<file path="src/rtl/ps2_key_decoder.sv">
// PS/2 Set-2 scan-code parser: turns receiver byte strobes into held paddle-key flags,
// a start/stop pulse and a timeout pulse for abandoned prefix sequences.
//
// state   | meaning
// IDLE    | no prefix pending; next byte is a plain make or a prefix
// EXT     | E0 seen; next byte is an extended make
// BRK     | F0 seen; next byte is a plain break
// EXT_BRK | E0 and F0 seen; next byte is an extended break
module ps2_key_decoder #(
  parameter int          CLK_HZ     = 50000000,
  parameter int          TIMEOUT_US = 2000,
  parameter logic [7:0]  CODE_AL    = 8'h1C,
  parameter logic [7:0]  CODE_AR    = 8'h23,
  parameter logic [7:0]  CODE_BL    = 8'h6B,
  parameter logic [7:0]  CODE_BR    = 8'h74,
  parameter logic [7:0]  CODE_SS    = 8'h29
) (
  input  logic       clk,
  input  logic       rst,
  input  logic       ps2_done,
  input  logic [7:0] ps2_data,
  output logic       key_AL,
  output logic       key_AR,
  output logic       key_BL,
  output logic       key_BR,
  output logic       ss_pulse,
  output logic [8:0] last_code,
  output logic       seq_timeout
);

  localparam logic [1:0] ST_IDLE    = 2'd0;
  localparam logic [1:0] ST_EXT     = 2'd1;
  localparam logic [1:0] ST_BRK     = 2'd2;
  localparam logic [1:0] ST_EXT_BRK = 2'd3;

  localparam logic [7:0] BYTE_EXT = 8'hE0;
  localparam logic [7:0] BYTE_BRK = 8'hF0;

  localparam logic [31:0] TIMEOUT_CYC = 32'(CLK_HZ / 1000000 * TIMEOUT_US);
  localparam logic [31:0] EXPIRE_CNT  = (TIMEOUT_CYC == 32'd0) ? 32'd0 : TIMEOUT_CYC - 32'd1;

  logic [1:0]  state_q, state_d;
  logic [31:0] to_cnt_q, to_cnt_d;
  logic        key_al_q, key_al_d;
  logic        key_ar_q, key_ar_d;
  logic        key_bl_q, key_bl_d;
  logic        key_br_q, key_br_d;
  logic        ss_held_q, ss_held_d;
  logic        ss_pulse_q, ss_pulse_d;
  logic        seq_timeout_q, seq_timeout_d;
  logic [8:0]  last_code_q, last_code_d;

  logic        byte_ext;
  logic        byte_brk;
  logic        byte_ignored;
  logic        make_en;
  logic        brk_en;
  logic        ext_ctx;

  always_comb begin
    byte_ext     = (ps2_data == BYTE_EXT);
    byte_brk     = (ps2_data == BYTE_BRK);
    byte_ignored = (ps2_data == 8'h00) || (ps2_data == 8'hAA) || (ps2_data == 8'hEE) ||
                   (ps2_data == 8'hFA) || (ps2_data == 8'hFE) || (ps2_data == 8'hFF);
  end

  always_comb begin
    state_d       = state_q;
    to_cnt_d      = to_cnt_q;
    key_al_d      = key_al_q;
    key_ar_d      = key_ar_q;
    key_bl_d      = key_bl_q;
    key_br_d      = key_br_q;
    ss_held_d     = ss_held_q;
    ss_pulse_d    = 1'b0;
    seq_timeout_d = 1'b0;
    last_code_d   = last_code_q;
    make_en       = 1'b0;
    brk_en        = 1'b0;
    ext_ctx       = 1'b0;

    if (ps2_done) begin
      to_cnt_d = 32'd0;
      case (state_q)
        ST_IDLE: begin
          if (byte_ext) begin
            state_d = ST_EXT;
          end else if (byte_brk) begin
            state_d = ST_BRK;
          end else if (!byte_ignored) begin
            make_en = 1'b1;
          end
        end
        ST_EXT: begin
          if (byte_brk) begin
            state_d = ST_EXT_BRK;
          end else if (!byte_ext) begin
            make_en = 1'b1;
            ext_ctx = 1'b1;
            state_d = ST_IDLE;
          end
        end
        ST_BRK: begin
          if (byte_ext) begin
            state_d = ST_EXT_BRK;
          end else if (!byte_brk) begin
            brk_en  = 1'b1;
            state_d = ST_IDLE;
          end
        end
        default: begin
          if (!byte_ext && !byte_brk) begin
            brk_en  = 1'b1;
            ext_ctx = 1'b1;
            state_d = ST_IDLE;
          end
        end
      endcase
    end else if (state_q != ST_IDLE) begin
      // A strobe on the expiry cycle wins over the timeout (handled above).
      if (to_cnt_q >= EXPIRE_CNT) begin
        state_d       = ST_IDLE;
        seq_timeout_d = 1'b1;
        to_cnt_d      = 32'd0;
      end else if (to_cnt_q != 32'hFFFF_FFFF) begin
        to_cnt_d = to_cnt_q + 32'd1;
      end
    end else begin
      to_cnt_d = 32'd0;
    end

    if (make_en) begin
      last_code_d = {ext_ctx, ps2_data};
      if (!ext_ctx) begin
        if (ps2_data == CODE_AL) key_al_d = 1'b1;
        if (ps2_data == CODE_AR) key_ar_d = 1'b1;
        if (ps2_data == CODE_SS) begin
          ss_pulse_d = !ss_held_q;
          ss_held_d  = 1'b1;
        end
      end else begin
        if (ps2_data == CODE_BL) key_bl_d = 1'b1;
        if (ps2_data == CODE_BR) key_br_d = 1'b1;
      end
    end

    if (brk_en) begin
      if (!ext_ctx) begin
        if (ps2_data == CODE_AL) key_al_d  = 1'b0;
        if (ps2_data == CODE_AR) key_ar_d  = 1'b0;
        if (ps2_data == CODE_SS) ss_held_d = 1'b0;
      end else begin
        if (ps2_data == CODE_BL) key_bl_d = 1'b0;
        if (ps2_data == CODE_BR) key_br_d = 1'b0;
      end
    end
  end

  always_ff @(posedge clk) begin
    if (rst) begin
      state_q       <= ST_IDLE;
      to_cnt_q      <= 32'd0;
      key_al_q      <= 1'b0;
      key_ar_q      <= 1'b0;
      key_bl_q      <= 1'b0;
      key_br_q      <= 1'b0;
      ss_held_q     <= 1'b0;
      ss_pulse_q    <= 1'b0;
      seq_timeout_q <= 1'b0;
      last_code_q   <= 9'd0;
    end else begin
      state_q       <= state_d;
      to_cnt_q      <= to_cnt_d;
      key_al_q      <= key_al_d;
      key_ar_q      <= key_ar_d;
      key_bl_q      <= key_bl_d;
      key_br_q      <= key_br_d;
      ss_held_q     <= ss_held_d;
      ss_pulse_q    <= ss_pulse_d;
      seq_timeout_q <= seq_timeout_d;
      last_code_q   <= last_code_d;
    end
  end

  assign key_AL      = key_al_q;
  assign key_AR      = key_ar_q;
  assign key_BL      = key_bl_q;
  assign key_BR      = key_br_q;
  assign ss_pulse    = ss_pulse_q;
  assign seq_timeout = seq_timeout_q;
  assign last_code   = last_code_q;

endmodule
</file>
<file path="config.mk">
export PLATFORM = sky130hd
export DESIGN_NAME = ps2_key_decoder
export DESIGN_NICKNAME = d
export VERILOG_FILES = /design/src/rtl/ps2_key_decoder.sv
export SDC_FILE = /design/constraint.sdc
export NUM_CORES = 1
export LEC_CHECK = 0
export BUFFER_PORTS_ARGS = -buffer_cell sky130_fd_sc_hd__clkbuf_2
export CORE_MARGIN = 2
export CORE_UTILIZATION = 30
export CTS_CLUSTER_DIAMETER = 100
export DETAILED_ROUTE_END_ITERATION = 8
export GPL_ROUTABILITY_DRIVEN = 0
export HOLD_SLACK_MARGIN = 0.02
export RECOVER_POWER = 25
export SETUP_SLACK_MARGIN = 0.3
export SYNTH_ARGS = -nofsm -noshare
export SYNTH_HDL_FRONTEND = slang
export SYNTH_SLANG_ARGS = --single-unit
</file>
<file path="constraint.sdc">
create_clock -name clk -period 2.55 [get_ports clk]
set_clock_uncertainty 0.2 [all_clocks]
set_input_delay 0.51 -clock clk [delete_from_list [all_inputs] [get_ports clk]]
set_output_delay 0.51 -clock clk [all_outputs]
set_load 0.1 [all_outputs]
</file>
==> reports/metrics.yaml <==
status: "completed"
design.die.area_um2: 8020
vias_per_cell: 5.10
wl_um: 4720
rsz0062_at_grt: "false"
cts_tree: "built"
ant_nets: 0
synth_edf_count: 0
p_leak_nw: 0.873
crit_path_start_kind: "register"
tns_ns: 0
post-route-period-util_pct: 87.5
io_buffers: 25
layout_commonest_cell: "dfxtp_1"
multi_input_area_um2: 1170
drive_above_1_share_pct: 19.1
cp_top_family: "buffers and inverters"
synth_area_um2: 2200
detailedPlace.worstSlack_ns: 0.151
worst-setup-path-type: "reg2out"
async_flop_share_pct: 0
use_met2_pct: 20.7
hpwl_um: 3400
fp-row-count: 31
clk_latency_ns: 0.30
synthDistinctLibCells: 53
busiest_layer: "met2"
synth.ff_latch_count: 50
cap_violations: 0
cp_max_fo: 2
yosys_warnings: 0
path_buf_inv: 1
syn2layout_area_growth_pct: 18.5
design_area_um2: 2600
ir_drop_mv: 0.207
p_per_area_nw_per_um2: 583
start_util_pct: 30.6
drc: 0
grt_pass1_vias: 1782
wl_per_cell_um: 12.4
crit_slowest_cell: "clkbuf_1"
endpoint_kind: "output port"
core_area_um2: 7180
min_period_ns: 2.23
met3_usage_pct: 3.23
max_freq_ghz: 0.448
drv_slew: 0
instances_no_fill: 381
finalSetupViolations: 0
clockRootBuffer: "clkbuf_8"
num_io_pins: 26
regArea_um2: 1000
fp.dieH_um: 89.6
hold_viol_final: 0
fp.dieW_um: 89.6
arrival_ns: 1.52
cp.required_ns: 1.84
vias: 1942
htree_levels: 2
worst_slew_pin_slew_ns: 1.18
fin_nets: 293
hold_path_class: "reg2reg"
cts-buffers-inserted: 5
placed_area_um2: 2440
syn_inst: 238
firstDrtPassIters: 4
ys_seq_area_share_pct: 45.6
final_cell_mix: "dfxtp_1 (49), nand4_1 (22), clkbuf_2 (15), conb_1 (15), nand2_1 (14)"
grt_max_degree: 19
grt_util_met1_pct: 16.2
clkTransAtPathRegs_ns: 0.09
grt_use_total_pct: 12.6
grt.overflow.total: 0
dp.cells: 368
drtIter0Drc: 52
slowest_delay_ns: 0.88
clock_path_buffers: 2
cts.sinks: 50
num-fill-cells: 760
antenna_cells: 0
antenna_found_initial: 0
synthFlopType: "dfxtp_1"
grt_pass1_wl_um: 7970
max-slew-margin-rel_pct: 21.4
holdBufCountCts: 0
syn_area_per_cell_um2: 9.23
whs_ns: 0.225
crit_chain: "clkbuf_1"
setup_ws_ns: 0.318
metrics by stage:
| stage | utilization (%) | total power, mW |
|---|---|---|
| finish | 36.3 | 1.52 |
| global route | 36.3 | 1.59 |
| CTS | 36.2 | 1.54 |
| detailed placement | 34.0 | 0.959 |
| global placement | 34.0 | 0.958 |
| floorplan | - | 0.927 |
cell families (layout without fill, tap and decap cells):
| group | Yosys count | in the layout | share of synthesized area (%) |
|---|---|---|---|
| xor+xnor | 4 | 4 | 1.60 |
| buf+inv | 15 | 45 | 4.10 |
| other cells | 1 | 15 | 0.171 |
| flops | 50 | 50 | 45.6 |
| compound gates | 53 | 53 | 15.8 |
| simple gates | 114 | 114 | 32.1 |
| fa+ha+maj | 1 | 1 | 0.570 |
power by group:
part / internal (mW) / switching (mW) / total [mW]
Sequential: 0.801 / 0.0129 / 0.814
Combinational: 0.0244 / 0.102 / 0.127
Clock: 0.299 / 0.277 / 0.577
Total: 1.13 / 0.392 / 1.52
timing repair:
action | in CTS | in global routing
setup endpoints to repair | 1 | 16
buffers inserted | 4 | 1
resized for setup | 0 | 3
metal layers:
metal  vias to the layer above  share of wire [%]
met4                         0               0.95
met5                         -                  0
li1                        986                  -
met3                         5                4.6
met2                        39                 46
met1                       912                 48
area by class of cell:
| class | instances | share of cell area (%) |
|---|---|---|
| multi-input cells | 187 | 44.9 |
| flip-flops and latches | 50 | 38.5 |
| repair buffers | 31 | 6.54 |
| well taps | 99 | 4.76 |
| clock buffers | 5 | 2.64 |
| clock inverters | 3 | 1.83 |
| inverters | 6 | 0.865 |
synth_stat cells, types with 2 or more instances:
cell type,count,share of area [%]
or3_1,6,1.7
nand4b_1,5,2.0
a31oi_1,4,1.1
buf_6,2,1.0
and3_1,5,1.4
and4b_1,2,0.91
dfxtp_1,50,46
inv_1,5,0.85
xnor2_1,3,1.2
o211ai_1,2,0.68
o21ai_1,9,2.1
nand4_1,22,6.3
a211oi_1,7,2.4
nor3_1,6,1.4
clkbuf_1,3,0.51
and3b_1,2,0.80
nor2_2,5,1.4
a21oi_2,5,2.0
o21ai_0,5,1.1
a21boi_0,2,0.68
nor2_1,11,1.9
nor4_1,6,1.7
a21oi_1,11,2.5
nand3_1,13,3.0
o31ai_1,2,0.68
nand2_1,14,2.4
and4_1,3,1.2
and3_2,3,1.0
path summary, 6_finish.rpt:
path,to,depth (start not counted),slack [ns],start
worst max-delay path,last_code[8],1,0.32,last_code[8]$_SDFFE_PP0N_
worst min-delay path,ss_pulse$_SDFF_PP0_,1,0.22,ss_held_q$_SDFF_PP0_
worst max register to register,to_cnt_q[3]$_SDFFE_PP0P_,7,0.41,to_cnt_q[1]$_SDFFE_PP0P_
worst min register to register,ss_pulse$_SDFF_PP0_,1,0.22,ss_held_q$_SDFF_PP0_
flip-flops by register name (all words and copies together), names as in the netlist:
register and count:
ss_pulse 1, key_BR 1, seq_timeout 1, last_code 9, key_BL 1, key_AR 1, ss_held_q 1, state_q 2
key_AL 1, to_cnt_q 32
Note: power is estimated with default switching activity, not from simulation.
